`src/rtl/mac_pkg.sv`:
```
// Shared constants and helpers for the lane multiply-accumulate datapath.
package mac_pkg;

   localparam int default_bw      = 4;
   localparam int default_psum_bw = 16;
   localparam int default_lanes   = 4;

   // A bw x bw product with one operand possibly zero-extended needs one extra bit.
   function automatic int prod_width(input int bw);
      return 2 * bw + 1;
   endfunction

endpackage

```
`src/rtl/mac_lane_acc_if.sv`:
```
// Beat, weight-load and result signals shared between the accumulator and its driver.
interface mac_lane_acc_if
   import mac_pkg::*;
#(
   parameter int bw      = default_bw,
   parameter int psum_bw = default_psum_bw,
   parameter int lanes   = default_lanes
);

   logic                      w_load;
   logic [lanes*bw-1:0]       w_in;
   logic                      in_valid;
   logic [lanes*bw-1:0]       a_in;
   logic                      acc_clr;
   logic signed [psum_bw-1:0] out;
   logic                      out_valid;
   logic                      ovf;

   modport master (
      output w_load, w_in, in_valid, a_in, acc_clr,
      input  out, out_valid, ovf
   );

   modport slave (
      input  w_load, w_in, in_valid, a_in, acc_clr,
      output out, out_valid, ovf
   );

endinterface

```
`src/rtl/mac_mul.sv`:
```
// Combinational single-lane multiplier: signed weight times activation of selectable signedness.
module mac_mul
   import mac_pkg::*;
#(
   parameter int bw         = default_bw,
   parameter bit act_signed = 1'b0
) (
   input  logic        [bw-1:0]             a,
   input  logic signed [bw-1:0]             b,
   output logic signed [prod_width(bw)-1:0] p
);

   localparam int pw = prod_width(bw);

   logic signed [bw:0]   a_ext;
   logic signed [pw-1:0] a_w;
   logic signed [pw-1:0] b_w;

   // Widen both operands to the full product width first so the multiply is exact.
   assign a_ext = act_signed ? $signed({a[bw-1], a}) : $signed({1'b0, a});
   assign a_w   = {{bw{a_ext[bw]}}, a_ext};
   assign b_w   = {{(bw+1){b[bw-1]}}, b};
   assign p     = a_w * b_w;

endmodule

```
`src/rtl/mac_lane_acc.sv`:
```
// Two-stage lane dot-product accumulator: products registered, then summed into a wrapping accumulator.
module mac_lane_acc
   import mac_pkg::*;
#(
   parameter int bw         = default_bw,
   parameter int psum_bw    = default_psum_bw,
   parameter int lanes      = default_lanes,
   parameter bit act_signed = 1'b0
) (
   input logic           clk,
   input logic           reset_n,
   mac_lane_acc_if.slave bus
);

   localparam int pw = prod_width(bw);

   // The lane sum can never overflow inside the tree for legal parameters.
   if (longint'(lanes) * (longint'(1) << (2 * bw)) > (longint'(1) << (psum_bw - 1))) begin : g_width_check
      $error("mac_lane_acc: psum_bw too narrow for lanes*2^(2*bw)");
   end

   logic [lanes*bw-1:0]       w_q;
   logic signed [pw-1:0]      prod_c [lanes];
   logic signed [pw-1:0]      prod_q [lanes];
   logic                      s1_valid;
   logic                      s1_clr;
   logic signed [psum_bw-1:0] lane_sum;
   logic signed [psum_bw-1:0] acc_q;
   logic signed [psum_bw-1:0] acc_base;
   logic signed [psum_bw-1:0] acc_sum;
   logic                      add_ovf;
   logic                      out_valid_q;
   logic                      ovf_q;

   for (genvar k = 0; k < lanes; k++) begin : g_lane
      mac_mul #(
         .bw        (bw),
         .act_signed(act_signed)
      ) u_mul (
         .a(bus.a_in[k*bw +: bw]),
         .b(w_q[k*bw +: bw]),
         .p(prod_c[k])
      );
   end

   // Stage 1 reads the weight register before any same-edge load takes effect.
   always_ff @(posedge clk) begin
      if (!reset_n) begin
         w_q      <= '0;
         s1_valid <= 1'b0;
         s1_clr   <= 1'b0;
         for (int i = 0; i < lanes; i++) prod_q[i] <= '0;
      end else begin
         if (bus.w_load) w_q <= bus.w_in;
         s1_valid <= bus.in_valid;
         s1_clr   <= bus.acc_clr;
         if (bus.in_valid) begin
            for (int i = 0; i < lanes; i++) prod_q[i] <= prod_c[i];
         end
      end
   end

   always_comb begin
      lane_sum = '0;
      for (int i = 0; i < lanes; i++) begin
         lane_sum = lane_sum + {{(psum_bw-pw){prod_q[i][pw-1]}}, prod_q[i]};
      end
   end

   // A clear discards the old accumulator, so the add starts from zero and cannot overflow.
   always_comb begin
      acc_base = s1_clr ? '0 : acc_q;
      acc_sum  = acc_base + lane_sum;
      add_ovf  = (acc_base[psum_bw-1] == lane_sum[psum_bw-1]) &&
                 (acc_sum[psum_bw-1] != acc_base[psum_bw-1]);
   end

   always_ff @(posedge clk) begin
      if (!reset_n) begin
         acc_q       <= '0;
         out_valid_q <= 1'b0;
         ovf_q       <= 1'b0;
      end else begin
         out_valid_q <= s1_valid;
         if (s1_valid) begin
            acc_q <= acc_sum;
            ovf_q <= (ovf_q & ~s1_clr) | add_ovf;
         end else if (s1_clr) begin
            acc_q <= '0;
            ovf_q <= 1'b0;
         end
      end
   end

   assign bus.out       = acc_q;
   assign bus.out_valid = out_valid_q;
   assign bus.ovf       = ovf_q;

endmodule

```
`src/flat_wrapper.sv`:
```
// flat-port wrapper written by rule: the top's interface ports become plain ports
module mac_lane_acc_flat import mac_pkg::*;
#(
   parameter int bw         = default_bw,
   parameter int psum_bw    = default_psum_bw,
   parameter int lanes      = default_lanes,
   parameter bit act_signed = 1'b0
)
  (clk, reset_n, bus_w_load, bus_w_in, bus_in_valid, bus_a_in, bus_acc_clr, bus_out, bus_out_valid, bus_ovf);
  mac_lane_acc_if #(.bw(bw), .psum_bw(psum_bw), .lanes(lanes)) bus_i ();
  input logic clk;
  input logic reset_n;
  input wire logic [$bits(bus_i.w_load)-1:0] bus_w_load;
  input wire logic [$bits(bus_i.w_in)-1:0] bus_w_in;
  input wire logic [$bits(bus_i.in_valid)-1:0] bus_in_valid;
  input wire logic [$bits(bus_i.a_in)-1:0] bus_a_in;
  input wire logic [$bits(bus_i.acc_clr)-1:0] bus_acc_clr;
  output wire logic [$bits(bus_i.out)-1:0] bus_out;
  output wire logic [$bits(bus_i.out_valid)-1:0] bus_out_valid;
  output wire logic [$bits(bus_i.ovf)-1:0] bus_ovf;
  assign bus_i.w_load = bus_w_load;
  assign bus_i.w_in = bus_w_in;
  assign bus_i.in_valid = bus_in_valid;
  assign bus_i.a_in = bus_a_in;
  assign bus_i.acc_clr = bus_acc_clr;
  assign bus_out = bus_i.out;
  assign bus_out_valid = bus_i.out_valid;
  assign bus_ovf = bus_i.ovf;
  mac_lane_acc #(.bw(bw), .psum_bw(psum_bw), .lanes(lanes), .act_signed(act_signed)) u_core (.clk(clk), .reset_n(reset_n), .bus(bus_i));
endmodule
```
`config.mk`:
```
export PLATFORM = sky130hd
export DESIGN_NAME = mac_lane_acc_flat
export DESIGN_NICKNAME = d
export VERILOG_FILES = /design/src/rtl/mac_pkg.sv /design/src/rtl/mac_lane_acc_if.sv /design/src/rtl/mac_mul.sv /design/src/rtl/mac_lane_acc.sv /design/src/flat_wrapper.sv
export SDC_FILE = /design/constraint.sdc
export NUM_CORES = 1
export LEC_CHECK = 0
export BUFFER_PORTS_ARGS = -buffer_cell sky130_fd_sc_hd__buf_2
export CELL_PAD_IN_SITES_DETAIL_PLACEMENT = 1
export CELL_PAD_IN_SITES_GLOBAL_PLACEMENT = 1
export CORE_ASPECT_RATIO = 1.5
export CORE_MARGIN = 3
export CORE_UTILIZATION = 52
export DETAILED_ROUTE_END_ITERATION = 8
export GPL_ROUTABILITY_DRIVEN = 0
export HOLD_SLACK_MARGIN = 0.05
export PLACE_DENSITY = 0.94
export RECOVER_POWER = 25
export SYNTH_ARGS = -nofsm -noshare
export SYNTH_HDL_FRONTEND = slang
export SYNTH_SLANG_ARGS = --single-unit
```
`constraint.sdc`:
```
create_clock -name clk -period 9.9 [get_ports clk]
set_input_delay 0.495 -clock clk [delete_from_list [all_inputs] [get_ports clk]]
set_output_delay 0.495 -clock clk [all_outputs]
set_load 0.02 [all_outputs]
```
### After elaboration in Yosys (flattened, before gate mapping)

Memory sizes are Yosys's and may differ from the RTL's.
Cells that the tools add are included.

* $add $sub $neg: 4
* multiply operators: 4
* equality and inequality tests: 2
* multiplexer cells: 12
* bitwise gates (word level): 7
* reductions and logical operators: 2

Operator list (number)
* $add A16 B16 Y16: 3
* $mul A5 B4 Y9: 4
* $mux W9: 4
* $mux W16: 2
* $add A9 B9 Y10: 1
* $mux W1: 6
* $or A1 B1 Y1: 5
* $reduce_bool A2 Y1: 1
* $and A1 B1 Y1: 1
* $eq A1 B1 Y1: 1
* $logic_and A1 B1 Y1: 1
* $ne A1 B1 Y1: 1
* $not A1 Y1: 1

* register bits after elaboration: 36
* memory bits (writable): 36
* bits of input ports: 37
* output and inout bits: 18
* memories: 1

Memory list
* u_core.prod_q: words 4, width 9, rd ports 4, clocked after Yosys merged registers in 0, wr ports 4, RTL line mac_lane_acc.sv:24 `logic signed [pw-1:0] prod_q [lanes];`

### Longest topological paths before layout

Gate-level depths: netlist of run 1.
An unclocked memory read counts as a cell.

* depth after elaboration: 9
* gate-level depth with buffers: 23
* gate-level depth less buffers: 23

### Cells and area by module

From an unflattened synthesis of run 1, not the netlist that was laid out.

* cell total of the unflattened synthesis: 689
* area total of the unflattened synthesis: 6586.3 um2

By module, submodules not included
* mac_lane_acc: instances 1, cells each 437, area each 4409.2 um2, seq. area each 1801.7 um2
* mac_mul: instances 4, cells each 63, area each 544.3 um2, seq. area each 0.0 um2

### Worst setup path after synthesis of run 1

OpenSTA, ideal clock, no wires.

* path kind: register -> register
* start: memory u_core.prod_q[1][0] (netlist bit)
* end: register u_core.acc_q[15], in the netlist u_core.bus.out[15]
* data arrival time: 5.017 ns
* setup slack: 4.749 ns
* stages on the path, launching flop included: 24
* clock period less this slack: 5.151 ns
* cells stage by stage: edfxtp_1 -> ha_1 -> fa_1 -> a21o_1 -> a21oi_1 -> o21bai_1 -> a2111oi_0 -> a211oi_1 -> xnor2_1 -> fa_1 -> inv_1 -> ha_1 -> nand2_1 -> nor2_1 -> and3_4 -> or2_4 -> inv_1 -> ha_1 -> nand2_1 -> nor3_1 -> a21o_1 -> a21oi_2 -> a221oi_2 -> or4b_1

RTL lines
* start: declaration: RTL line mac_lane_acc.sv:24
* end signal: assignment: RTL line mac_lane_acc.sv:86 `acc_q <= acc_sum;`
* end: declaration: RTL line mac_lane_acc.sv:28 `logic signed [psum_bw-1:0] acc_q;`

==> metrics.md, run 1 <==
| Metric | Value |
|---|---|
| Result of the run | `complete, but fails checks` |
| Failing checks | `capacitance limit, slew limit` |
| Predominant post-synthesis flop cell | `sky130_fd_sc_hd__edfxtp_1` |
| Fill cells | `1420` |
| Async SR Flop Fraction | `0%` |
| CP Depth | `23` |
| Type of the setup path with the least slack | `reg -> reg` |
| Buf/Inv on CP | `2` |
| Antenna violations before repair | `0` |
| Synthesized instance count | `705` |
| Die Span X | `98.3 um` |
| Worst-skew pair later-pin latency | `340 ps` |
| Detailed-routing iteration count for the pre-antenna-repair pass | `4` |
| Tot GR Track Use | `28.1%` |
| Fraction of layout cells with a size suffix above 1 | `9.06%` |
| Max-slew headroom at the worst pin | `-48.8%` |
| Overflow left after global routing | `0` |
| Met1 demand-to-capacity share in global routing | `28.1%` |
| Number of setup violations in the final report | `0` |
| Category of cells accounting for the largest share of critical-path delay | `adder cells` |
| Via density | `5.83` |
| Starting Density | `54.2%` |
| Count of instances resized after the clock tree is built | `0` |
| Placed wire-length estimate after detailed placement | `14100 um` |
| Worst-path cell with the longest stage delay | `sky130_fd_sc_hd__a2111oi_0` |
| Critical path cell sequence | `ha_1 -> fa_1 -> a21o_1 -> a21oi_1 -> o21bai_1 -> a2111oi_0 -> a211oi_1 -> xnor2_1 -> fa_1 -> inv_1 -> ha_1 -> nand2_1 -> nor2_1 -> a21o_1 -> or2_4 -> inv_1 -> ha_1 -> nand2_1 -> nor3_1 -> a21o_1 -> a21oi_2 -> nor4b_1 -> or4b_1` |
| Setup repair after global routing missed its margin | `no` |
| Max Clk Rate | `between 150 and 200 MHz` |
| Sequential-to-total area share from yosys stat | `27.1%` |
| Synthesis-stage register bit count | `between 70 and 80` |
| Post-route clock skew | `4.87 ps` |
| Part of the power in combinational logic | `41.6%` |
| Number of buffers created by CTS | `9` |
| Critical Path Source Type | `flip-flop` |
| Final Routed Wirelength | `19000 um` |
| Post-detailed-route count of antenna-violating nets | `0` |
| Hold path cells | `2` |
| Routed vias | `5335` |
| CTS Sinks | `just over 70` |
| Clock period minus worst slack | `6070 ps` |
| P_sw | `472 uW` |
| Maximum number of pins on one net before global-route repair | `51` |
| Post-CTS Repair Setup Buffers | `0` |
| Setup crit end kind | `flip-flop` |
| Cell row count | `49` |
| Largest buffer count on any clock path | `2` |
| Number of buffers inserted by port buffering | `54` |
| Number of antenna diodes | `0` |
| Combined area of all synthesized cells | `~6600 um^2` |
| Share of Yosys cell area claimed by the top area cell type | `19.2%` |
| Post-synthesis to final-layout area growth | `11.1%` |
| Max-cap violations | `1` |
| Number of flops mapped to enable cells by yosys | `36` |
| Warnings, synthesis | `0` |
| Core area | `12300 um^2` |
| Number of cell instances on the worst register-to-register path | `23` |
| Data arrival, critical path | `6290 ps` |
| H-Tree Level Count | `3` |
| Most repeated cell in the gate-level netlist after synthesis | `sky130_fd_sc_hd__inv_1` |
| Unique masters post-synth | `55` |
| Number of DRC violations after detailed-routing iteration 0 | `210` |
| Transition at the pin with the smallest max-transition slack | `about 2200 ps` |
| Clock network fraction of design power | `30.0%` |
| Area of the die | `14200 um^2` |
| Hold WC Path Type | `in -> reg` |
| Summed negative setup slack over all endpoints | `0 ps` |
| GRT busiest layer | `met2` |
| Die boundary height | `144 um` |
| Cell type with the largest total area after synthesis | `sky130_fd_sc_hd__ha_1` |
| CTS tree | `built` |
| Cell at the root of the clock tree | `sky130_fd_sc_hd__clkbuf_16` |
| First-pass GRT wire length | `about 31000 um` |
| Crit path max fanout | `6` |
| Via count of the first global-routing pass | `6296` |
| DRC violations left | `0` |
| Routed length per instance | `20.7 um` |
| Slowest Stage Delay on Critical Path | `550 ps` |
| Worst VDD drop | `99.7 uV` |
| Number of hold violations in the final report | `0` |
| Routing usage on met2 | `approximately 54%` |
| Portion of the clock cycle consumed by the worst path in the final layout | `around 61%` |
| Final layout net count | `929` |
| Sequential power share | `28.5%` |
| Total placed cells including tap cells | `899` |
| Static power due to leakage | `3.87 nW` |
| Met3 usage in global routing | `4.63%` |
| Ranking of synthesized cells by instance count | `107 x sky130_fd_sc_hd__inv_1, 102 x sky130_fd_sc_hd__ha_1, 44 x sky130_fd_sc_hd__nor2b_1` |
| Internal | `789 uW` |
| Syn nets | `877` |
| Post-Layout Cell Count | `915` |
| Clock slew at the register clock pins of the worst setup and hold paths | `~60 ps` |
| Quantity of hold-fixing buffers added after cts | `0` |
| Net switching fraction of the power | `37.5%` |
| Most area-consuming cells after synthesis | `sky130_fd_sc_hd__ha_1 19%, sky130_fd_sc_hd__edfxtp_1 16%, sky130_fd_sc_hd__dfxtp_1 11%` |
| Average size of a mapped cell | `between 9 and 10 um^2` |
| Ports placed on the boundary | `55` |
| Required time at the endpoint of the critical path | `10110 ps` |
| Pwr Density | `between 150 and 200 nW/um^2` |
| Max-slew violation count | `51` |
power by group through the flow:
stage | Clock, mW | Sequential, mW | Combinational [mW]
floorplan | 0 | 0.372 | 0.365
global placement | 0 | 0.362 | 0.466
detailed placement | 0 | 0.364 | 0.509
CTS | 0.381 | 0.359 | 0.523
global route | 0.394 | 0.363 | 0.582
finish | 0.378 | 0.359 | 0.524
metrics by stage:
stage / worst slack [ps] / power [mW] / instance area (um^2) / hold slack [ps] / utilization, %
2_1_floorplan: 4750 / 0.738 / 6640 / 502 / -
3_3_place_gp: 4490 / 0.828 / 7060 / 498 / 57.6
3_5_place_dp: 4180 / 0.873 / 7060 / 517 / 57.6
4_1_cts: 3980 / 1.26 / 7390 / 364 / 60.3
5_1_grt: 3540 / 1.34 / 7380 / 393 / 60.2
6_report: 3830 / 1.26 / 7380 / 369 / 60.2
cell families after synthesis:
group                      Yosys count  share of synthesized area (%)
xor gates and xnor gates            38                           5.01
and+or+nand+nor                    206                           16.8
DFF                                 72                           27.1
buffers and inverters              122                           6.91
AOI/OAI and AO/OA                  110                           11.7
muxes                               22                           3.31
adders and majority gates          135                           29.2
state kept, by name, summed over array words and instances, names as in the netlist:
register,flops
u_core.prod_q,36
u_core.bus.out,16
u_core.w_q,16
u_core.s1_valid,1
u_core.s1_clr,1
u_core.bus.out_valid,1
u_core.bus.ovf,1
worst paths after layout:
| check | startpoint | end | slack (ps) |
|---|---|---|---|
| setup / recovery | u_core.prod_q[1][0] | u_core.bus.out[15] | 3830 |
| hold reg to reg | u_core.bus.ovf | u_core.bus.ovf | 530 |
| hold / removal | bus_acc_clr | u_core.s1_clr | 370 |
| setup reg to reg | u_core.prod_q[1][0] | u_core.bus.out[15] | 3830 |
layout make-up:
cell class | instances | area (um^2) | area share [%]
Clock buffer | 9 | 225 | 3.05
Sequential cell | 72 | 1800 | 24.4
Multi-Input combinational cell | 511 | 4380 | 59.4
Timing Repair Buffer | 55 | 262 | 3.54
Clock inverter | 7 | 110 | 1.49
Tap cell | 153 | 191 | 2.59
Inverter | 108 | 405 | 5.49
cells in the final DEF (no fill, tap or decap), types with 3 or more instances in the layout:
cell	Yosys	final
sky130_fd_sc_hd__clkbuf_1	13	13
sky130_fd_sc_hd__a21oi_1	35	35
sky130_fd_sc_hd__nor2_1	43	43
sky130_fd_sc_hd__nor3_1	5	5
sky130_fd_sc_hd__inv_1	107	107
sky130_fd_sc_hd__bufinv_16	0	3
sky130_fd_sc_hd__and3_1	17	17
sky130_fd_sc_hd__nand2_1	30	30
sky130_fd_sc_hd__xnor2_1	15	15
sky130_fd_sc_hd__a21o_1	23	23
sky130_fd_sc_hd__ha_1	102	102
sky130_fd_sc_hd__dfxtp_1	36	36
sky130_fd_sc_hd__o21a_1	5	5
sky130_fd_sc_hd__edfxtp_1	36	36
sky130_fd_sc_hd__o211ai_1	4	4
sky130_fd_sc_hd__o21ai_0	9	9
sky130_fd_sc_hd__a31oi_1	4	4
sky130_fd_sc_hd__buf_2	1	41
sky130_fd_sc_hd__nand4_1	4	4
sky130_fd_sc_hd__fa_1	33	33
sky130_fd_sc_hd__and2_1	29	28
sky130_fd_sc_hd__nand3_1	9	9
sky130_fd_sc_hd__xor2_1	23	23
sky130_fd_sc_hd__nor2b_1	44	44
sky130_fd_sc_hd__nand2b_1	9	9
sky130_fd_sc_hd__mux2i_1	22	22
sky130_fd_sc_hd__clkbuf_16	0	9
sky130_fd_sc_hd__or3_1	3	3
sky130_fd_sc_hd__o21bai_1	8	8
routing by layer:
layer	wire (um)	vias to the layer above	part of all wire, %
li1	-	2481	-
met1	6940	2644	37
met2	10500	137	55
met3	589	73	3.1
met4	995	0	5.2
met5	0	-	0
Note: power is estimated with default switching activity, not from simulation.
==> run 2, diff against run 1 <==
--- a/config.mk
+++ b/config.mk
@@ -10,11 +10,11 @@
 export CELL_PAD_IN_SITES_GLOBAL_PLACEMENT = 1
 export CORE_ASPECT_RATIO = 1.5
 export CORE_MARGIN = 3
-export CORE_UTILIZATION = 52
+export CORE_UTILIZATION = 43
 export DETAILED_ROUTE_END_ITERATION = 8
 export GPL_ROUTABILITY_DRIVEN = 0
 export HOLD_SLACK_MARGIN = 0.05
-export PLACE_DENSITY = 0.94
+export PLACE_DENSITY = 0.84
 export RECOVER_POWER = 25
 export SYNTH_ARGS = -nofsm -noshare
 export SYNTH_HDL_FRONTEND = slang
==> constraint.sdc (replaced) <==
create_clock -name clk -period 5.25 [get_ports clk]
set_input_delay 0.2625 -clock clk [delete_from_list [all_inputs] [get_ports clk]]
set_output_delay 0.2625 -clock clk [all_outputs]
set_load 0.02 [all_outputs]
==> run 2 against run 1 <==
Effect of this change:
- the flow finishes with violations (setup timing)
- register-to-register slack worse by 4100 ps
- via count up 0.97%
- first-iteration DRC count down 6.7%
- non-clock buffer count up 28
- highest routed layer unchanged
==> metrics.md, run 2 (same netlist as run 1, synthesis figures left out) <==
| Metric | Value |
|---|---|
| Result of the run | `complete, but fails checks (unchanged)` |
| Overflow left after global routing | `0 (unchanged)` |
| Metal1 wirelength | `6980 um (was 6940 um)` |
| Crit path max fanout | `6 (unchanged)` |
| Number of setup violations in the final report | `3 (was 0)` |
| Start point of the critical path | `u_core.prod_q[0][1] (was u_core.prod_q[1][0])` |
| Total placed cells including tap cells | `955 (was 899)` |
| Via density | `5.45 (was 5.83)` |
| Minimum setup slack in the final design | `-231 ps (was 3830 ps)` |
| Largest register by flop count | `u_core.prod_q (unchanged)` |
| Wire length on met3 | `536 um (was 589 um)` |
| Area of the die | `17000 um^2 (was 14200 um^2)` |
| Failing checks | `setup timing (was capacitance limit, slew limit)` |
| Detailed-routing iteration count for the pre-antenna-repair pass | `5 (was 4)` |
| Uppermost layer routed | `met4 (unchanged)` |
| Post-route cell area | `8000 um^2 (was 7380 um^2)` |
| Fraction of layout cells with a size suffix above 1 | `18.4% (was 9.06%)` |
| Number of antenna diodes | `0 (unchanged)` |
| Setup crit end kind | `flip-flop (unchanged)` |
| First-pass GRT wire length | `29800 um (was 31500 um)` |
| Max-cap violations | `0 (was 1)` |
| Cell at the root of the clock tree | `sky130_fd_sc_hd__clkbuf_16 (unchanged)` |
| Max-slew headroom at the worst pin | `10.2% (was -48.8%)` |
| Post-synthesis to final-layout area growth | `20.5% (was 11.1%)` |
| Via count of the first global-routing pass | `6055 (was 6296)` |
| Number of flip-flops under the largest register name | `36 (unchanged)` |
| Routed length per instance | `19.9 um (was 20.7 um)` |
| Worst-skew pair later-pin latency | `340 ps (about the same)` |
| CTS tree | `built (unchanged)` |
| Setup slack after placement | `-328 ps (was 4180 ps)` |
| Register-to-register setup slack | `-230 ps (was 3830 ps)` |
| Total met2 wirelength after detailed routing | `11300 um (was 10500 um)` |
| Post-Layout Cell Count | `989 (was 915)` |
| Post-detailed-route count of antenna-violating nets | `0 (unchanged)` |
| Commonest cells after routing, fill and taps aside | `106 x sky130_fd_sc_hd__inv_1, 91 x sky130_fd_sc_hd__ha_1, 42 x sky130_fd_sc_hd__nor2b_1 (was 107 x sky130_fd_sc_hd__inv_1, 102 x sky130_fd_sc_hd__ha_1, 44 x sky130_fd_sc_hd__nor2b_1)` |
| Static power due to leakage | `4.07 nW (was 3.87 nW)` |
| Clock slew at the register clock pins of the worst setup and hold paths | `70 ps (was 60 ps)` |
| Required time at the endpoint of the critical path | `5470 ps (was 10110 ps)` |
| Worst-path cell with the longest stage delay | `sky130_fd_sc_hd__fa_1 (was sky130_fd_sc_hd__a2111oi_0)` |
| Number of cell instances on the worst register-to-register path | `23 (unchanged)` |
| Die boundary height | `158 um (was 144 um)` |
| H-Tree Level Count | `3 (unchanged)` |
| Max-slew violation count | `0 (was 51)` |
| Number of buffers created by CTS | `9 (unchanged)` |
| DRC violations left | `0 (unchanged)` |
| Final layout net count | `957 (was 929)` |
| Post-route clock skew | `11.3 ps (was 4.87 ps)` |
| Clock period minus worst slack | `5480 ps (was 6070 ps)` |
| Critical path cell sequence | `ha_1 -> a21o_1 -> a21oi_2 -> buf_4 -> buf_4 -> buf_4 -> buf_4 -> xor2_2 -> fa_1 -> inv_1 -> ha_2 -> a21oi_4 -> o211ai_1 -> o211ai_1 -> buf_4 -> xnor2_1 -> ha_2 -> and3_1 -> nand2_1 -> a21oi_4 -> a21oi_4 -> a221oi_2 -> or4b_4 (was ha_1 -> fa_1 -> a21o_1 -> a21oi_1 -> o21bai_1 -> a2111oi_0 -> a211oi_1 -> xnor2_1 -> fa_1 -> inv_1 -> ha_1 -> nand2_1 -> nor2_1 -> a21o_1 -> or2_4 -> inv_1 -> ha_1 -> nand2_1 -> nor3_1 -> a21o_1 -> a21oi_2 -> nor4b_1 -> or4b_1)` |
| Data arrival, critical path | `5700 ps (was 6290 ps)` |
| Maximum number of pins on one net before global-route repair | `51 (unchanged)` |
| Reg2Reg Launch Point | `u_core.prod_q[0][1] (was u_core.prod_q[1][0])` |
| Number of DRC violations after detailed-routing iteration 0 | `196 (was 210)` |
| Portion of the clock cycle consumed by the worst path in the final layout | `104% (was 61.4%)` |
| Cell row count | `55 (was 49)` |
| Type of the setup path with the least slack | `reg -> reg (unchanged)` |
| Largest buffer count on any clock path | `2 (unchanged)` |
| Starting Density | `43.9% (was 54.2%)` |
| Number of buffers inserted by port buffering | `54 (unchanged)` |
| Die Span X | `107 um (was 98.3 um)` |
| Final Routed Wirelength | `19600 um (was 19000 um)` |
| Critical Path End | `u_core.bus.out[15] (unchanged)` |
| Number of hold violations in the final report | `0 (unchanged)` |
| Power Total | `2.66 mW (was 1.26 mW)` |
| Endpoint of the worst-slack reg-to-reg timing path | `u_core.bus.out[15] (unchanged)` |
| Worst VDD drop | `176 uV (was 99.7 uV)` |
| Transition at the pin with the smallest max-transition slack | `1350 ps (was 2230 ps)` |
| Placed wire-length estimate after detailed placement | `13400 um (was 14100 um)` |
| Most frequent standard cell in the layout excluding fill and tap cells | `sky130_fd_sc_hd__inv_1 (unchanged)` |
| Max Clk Rate | `182 MHz (was 165 MHz)` |
| Ports placed on the boundary | `55 (unchanged)` |
| Pwr Density | `333 nW/um^2 (was 171 nW/um^2)` |
| Critical Path Source Type | `flip-flop (unchanged)` |
| Routed vias | `5387 (was 5335)` |
| Slowest Stage Delay on Critical Path | `510 ps (was 550 ps)` |
| Summed negative setup slack over all endpoints | `-390 ps (was 0 ps)` |
| Antenna violations before repair | `0 (unchanged)` |
| Tot GR Track Use | `22.4% (was 28.1%)` |
| Hold WC Path Type | `in -> reg (unchanged)` |
| Quantity of hold-fixing buffers added after cts | `0 (unchanged)` |
| CTS Sinks | `72 (unchanged)` |
| Core area | `15100 um^2 (was 12300 um^2)` |
| Total cell area at the placement stage | `7190 um^2 (was 7060 um^2)` |
| Critical path's most frequent cell | `sky130_fd_sc_hd__buf_4` |
| Setup repair after global routing missed its margin | `yes (was no)` |
==> run 2: worst min path at each step <==
stage	from	to	slack, ps	depth (start not counted)
floorplan	bus_acc_clr	u_core.s1_clr	390	1
global placement	bus_acc_clr	u_core.s1_clr	480	2
detailed placement	u_core.bus.ovf	u_core.bus.ovf	490	2
CTS	bus_acc_clr	u_core.s1_clr	140	2
global route	bus_acc_clr	u_core.s1_clr	150	2
finish	bus_acc_clr	u_core.s1_clr	150	2
==> run 2: area by class of cell <==
type | instances | area, um^2
tap | 199 | 249
timing repair buffer | 83 | 468
clock inverter | 6 | 115
clock buffer | 10 | 229
fill | 1731 | 7140
multi-input combinational | 511 | 4730
inverter | 108 | 405
sequential | 72 | 1800
==> run 2: metal layers <==
metal | vias to the layer above | GRT usage [%]
li1 | 2531 | -
met1 | 2669 | 22.3
met2 | 131 | 44.8
met3 | 56 | 3.14
met4 | 0 | 9.93
met5 | - | 0
==> run 2: power breakdown <==
group / total (mW) / switching, mW / leakage (nW) / internal, mW
Clock: 0.739 / 0.270 / 0.164 / 0.468
Combinational: 1.25 / 0.729 / 3.21 / 0.523
Sequential: 0.674 / 0.0320 / 0.695 / 0.642
Total: 2.66 / 1.03 / 4.07 / 1.63
==> run 2: what timing repair did <==
| action | 4_1_cts | 5_1_grt |
|---|---|---|
| endpoints found under the setup margin | 3 | 7 |
| setup buffers | 9 | 9 |
| gates resized for setup | 35 | 34 |
| pin swaps | 18 | 27 |
==> run 2: stage by stage <==
stage | utilization (%) | hold WS (ps)
final | 52.9 | 145
after global routing | 52.9 | 150
after CTS | 51.4 | 145
after detailed placement | 47.5 | 493
after global placement | 47.5 | 481
after floorplan | - | 390
==> run 2: critical path: cells and delay by family (launching register included) <==
family / cells / cell delay, ps
adders and majority gates: 4 / 1610
xor gates and xnor gates: 2 / 290
DFF: 1 / 500
buffers and inverters: 6 / 760
and+or+nand+nor: 3 / 850
AOI/OAI and AO/OA: 8 / 1340
==> run 3, diff against run 2 <==
--- a/config.mk
+++ b/config.mk
@@ -5,13 +5,14 @@
 export SDC_FILE = /design/constraint.sdc
 export NUM_CORES = 1
 export LEC_CHECK = 0
-export BUFFER_PORTS_ARGS = -buffer_cell sky130_fd_sc_hd__buf_2
-export CELL_PAD_IN_SITES_DETAIL_PLACEMENT = 1
-export CELL_PAD_IN_SITES_GLOBAL_PLACEMENT = 1
+export CELL_PAD_IN_SITES_DETAIL_PLACEMENT = 2
+export CELL_PAD_IN_SITES_GLOBAL_PLACEMENT = 2
 export CORE_ASPECT_RATIO = 1.5
 export CORE_MARGIN = 3
-export CORE_UTILIZATION = 43
+export CORE_UTILIZATION = 38
+export CTS_BUF_LIST = sky130_fd_sc_hd__clkbuf_8
 export DETAILED_ROUTE_END_ITERATION = 8
+export DONT_BUFFER_PORTS = 1
 export GPL_ROUTABILITY_DRIVEN = 0
 export HOLD_SLACK_MARGIN = 0.05
 export PLACE_DENSITY = 0.84
==> run 3 against run 2 <==
Effect of this change:
- the run ends with capacitance limit, slew limit, setup timing left
- hold slack lost 88 ps
- cell count is 3.7% lower
- first-iteration DRC count increased by 12%
- clock power down 31%
- sequential power is 4.2% higher
- routed wire length is 5.4% higher
- register-to-register slack better by 50 ps
- count of clock-buffer cells in the layout decreased by 1
- non-clock buffer count is 48 lower
- critical path depth down 4
- worst setup slack improved by 51 ps
- critical path type unchanged
- critical endpoint unchanged
- largest cell class unchanged
- largest power group unchanged
- highest routed layer unchanged
==> metrics.md, run 3 (same netlist as run 1, synthesis figures left out) <==
| Metric | Value |
|---|---|
| Number of buffers inserted by port buffering | `0 (was 54)` |
| Max Clk Rate | `184 MHz (was 182 MHz)` |
| Final Routed Wirelength | `20700 um (was 19600 um)` |
| Number of flip-flops under the largest register name | `36 (unchanged)` |
| Result of the run | `complete, but fails checks (unchanged)` |
| Ports placed on the boundary | `55 (unchanged)` |
| Failing checks | `capacitance limit, slew limit, setup timing (was setup timing)` |
| Tot GR Track Use | `20.3% (was 22.4%)` |
| Via density | `5.43 (was 5.45)` |
| Worst-skew pair later-pin latency | `390 ps (was 340 ps)` |
| P_sw | `995 uW (was 1.03 mW)` |
| Post-detailed-route count of antenna-violating nets | `0 (unchanged)` |
| Cell at the root of the clock tree | `sky130_fd_sc_hd__clkbuf_8 (was sky130_fd_sc_hd__clkbuf_16)` |
| Cell row count | `58 (was 55)` |
| Start point of the critical path | `u_core.prod_q[0][0] (was u_core.prod_q[0][1])` |
| Maximum number of pins on one net before global-route repair | `37 (was 51)` |
| Routed length per instance | `21.8 um (was 19.9 um)` |
| Minimum setup slack in the final design | `-180 ps (was -231 ps)` |
| First-pass GRT wire length | `30800 um (was 29800 um)` |
| Type of the setup path with the least slack | `reg -> reg (unchanged)` |
| Area of the die | `19100 um^2 (was 17000 um^2)` |
| Number of DRC violations after detailed-routing iteration 0 | `219 (was 196)` |
| Post-synthesis to final-layout area growth | `15.0% (was 20.5%)` |
| Clock period minus worst slack | `5430 ps (was 5480 ps)` |
| Core area | `17000 um^2 (was 15100 um^2)` |
| Clock network fraction of design power | `21.5% (was 27.7%)` |
| Starting Density | `39.1% (was 43.9%)` |
| Setup repair after global routing missed its margin | `yes (unchanged)` |
| Part of the power in combinational logic | `48.7% (was 47.0%)` |
| CTS tree | `built (unchanged)` |
| Max-cap violations | `1 (was 0)` |
| H-Tree Level Count | `3 (unchanged)` |
| Total placed cells including tap cells | `915 (was 955)` |
| Fraction of layout cells with a size suffix above 1 | `12.5% (was 18.4%)` |
| Static power due to leakage | `3.84 nW (was 4.07 nW)` |
| Commonest cells after routing, fill and taps aside | `103 x sky130_fd_sc_hd__inv_1, 92 x sky130_fd_sc_hd__ha_1, 42 x sky130_fd_sc_hd__nor2_1, 42 x sky130_fd_sc_hd__nor2b_1 (was 106 x sky130_fd_sc_hd__inv_1, 91 x sky130_fd_sc_hd__ha_1, 42 x sky130_fd_sc_hd__nor2b_1)` |
| Critical Path Source Type | `flip-flop (unchanged)` |
| CTS Sinks | `72 (unchanged)` |
| Most frequent standard cell in the layout excluding fill and tap cells | `sky130_fd_sc_hd__inv_1 (unchanged)` |
| Number of hold violations in the final report | `0 (unchanged)` |
| Power Total | `2.36 mW (was 2.66 mW)` |
| Detailed-routing iteration count for the pre-antenna-repair pass | `4 (was 5)` |
| Total cell area at the placement stage | `6960 um^2 (was 7190 um^2)` |
| Transition at the pin with the smallest max-transition slack | `2000 ps (was 1350 ps)` |
| Pwr Density | `309 nW/um^2 (was 333 nW/um^2)` |
| Post-Layout Cell Count | `952 (was 989)` |
| Placed wire-length estimate after detailed placement | `14700 um (was 13400 um)` |
| Number of antenna diodes | `0 (unchanged)` |
| DRC violations left | `0 (unchanged)` |
| Die boundary height | `168 um (was 158 um)` |
| Clock slew at the register clock pins of the worst setup and hold paths | `120 ps (was 70 ps)` |
| Hold WC Path Type | `in -> reg (unchanged)` |
| Net switching fraction of the power | `42.1% (was 38.7%)` |
| Portion of the clock cycle consumed by the worst path in the final layout | `103% (was 104%)` |
| Overflow left after global routing | `0 (unchanged)` |
| Routed vias | `5165 (was 5387)` |
| Largest register by flop count | `u_core.prod_q (unchanged)` |
| Number of setup violations in the final report | `3 (unchanged)` |
| Data arrival, critical path | `5700 ps (about the same)` |
| Final layout net count | `909 (was 957)` |
| Antenna violations before repair | `0 (unchanged)` |
| Post-route clock skew | `27.9 ps (was 11.3 ps)` |
| Sequential power share | `29.7% (was 25.3%)` |
| Max-slew headroom at the worst pin | `-33.2% (was 10.2%)` |
| Worst VDD drop | `206 uV (was 176 uV)` |
| Via count of the first global-routing pass | `5954 (was 6055)` |
| Post-route cell area | `7640 um^2 (was 8000 um^2)` |
| Crit path max fanout | `7 (was 6)` |
| Number of buffers created by CTS | `9 (unchanged)` |
| Die Span X | `114 um (was 107 um)` |
| Max-slew violation count | `37 (was 0)` |
| Internal | `1.37 mW (was 1.63 mW)` |
| Worst hold start | `bus_w_in[14] (was bus_acc_clr)` |
| Required time at the endpoint of the critical path | `5520 ps (was 5470 ps)` |
| Reg2Reg Launch Point | `u_core.prod_q[0][0] (was u_core.prod_q[0][1])` |
| Setup crit end kind | `flip-flop (unchanged)` |
| Largest buffer count on any clock path | `2 (unchanged)` |
## run 3: changes by cell type in the layout (fill, tap and decap cells not counted), sizes merged
cell | previous run | this run
dlygate4sd3 | 0 | 10
clkbuf | 24 | 10
buf | 69 | 24
bufinv | 3 | 1
inv | 110 | 112
clkinv | 0 | 1
## run 3: power groups by stage
stage	clock, mW	combinational [mW]	sequential, mW
detailed placement	0	0.937	0.715
global placement	0	0.862	0.711
floorplan	0	0.689	0.702
CTS	0.511	0.979	0.702
global route	0.539	1.27	0.709
finish	0.508	1.15	0.702
## run 3: routing by layer
layer	vias up	wire length [um]	track usage (%)
met4	0	587	6.15
met2	82	12200	40.4
met1	2609	7470	21.1
met5	-	0	0
met3	37	469	3.13
li1	2437	-	-
## run 3: worst paths after layout
check / to / slack, ps / cells past startpoint
worst max-delay path: u_core.bus.out[15] / -180 / 19
worst min register to register: u_core.w_q[6] / 580 / 2
worst min-delay path: u_core.w_q[14] / 60 / 2
worst max register to register: u_core.bus.out[15] / -180 / 19
## run 3: stage by stage
stage | worst slack (ps) | setup TNS [ps] | hold WS, ps | util, %
after floorplan | 99.4 | 0 | 390 | -
after global placement | 73.5 | 0 | 395 | 41.0
after detailed placement | -427 | -862 | 398 | 41.0
after CTS | 10.6 | 0 | 51.6 | 43.2
after global routing | -401 | -1080 | 48.1 | 45.0
final | -180 | -301 | 57.0 | 45.0
## run 3: critical path: stages (launching register included)
cell	delay, ps
sky130_fd_sc_hd__edfxtp_1	460
sky130_fd_sc_hd__ha_2	230
sky130_fd_sc_hd__fa_2	360
sky130_fd_sc_hd__buf_4	140
sky130_fd_sc_hd__xnor2_1	380
sky130_fd_sc_hd__fa_1	540
sky130_fd_sc_hd__inv_1	130
sky130_fd_sc_hd__ha_1	250
sky130_fd_sc_hd__a21o_1	170
sky130_fd_sc_hd__a21oi_1	290
sky130_fd_sc_hd__o21bai_1	110
sky130_fd_sc_hd__a21oi_1	200
sky130_fd_sc_hd__xnor2_1	150
sky130_fd_sc_hd__ha_1	340
sky130_fd_sc_hd__a21oi_1	270
sky130_fd_sc_hd__o21ai_1	170
sky130_fd_sc_hd__a21o_1	240
sky130_fd_sc_hd__a21oi_4	230
sky130_fd_sc_hd__o32ai_1	130
sky130_fd_sc_hd__or4b_1	500
## run 3: area by class of cell
cell class / count / area, um^2
flip-flops and latches: 72 / 1800
repair buffers: 35 / 284
well taps: 210 / 263
clock inverters: 7 / 86.3
multi-input cells: 511 / 4670
fillers: 1815 / 9340
inverters: 108 / 408
clock buffers: 9 / 124
## run 3: what timing repair did
item / 4_1_cts / 5_1_grt
gates resized for setup: 18 / 44
buffers inserted: 0 / 11
pin swaps: 2 / 27
setup endpoints to repair: 4 / 6
endpoints found under the hold margin: 26 / 0
hold buffers: 10 / 0
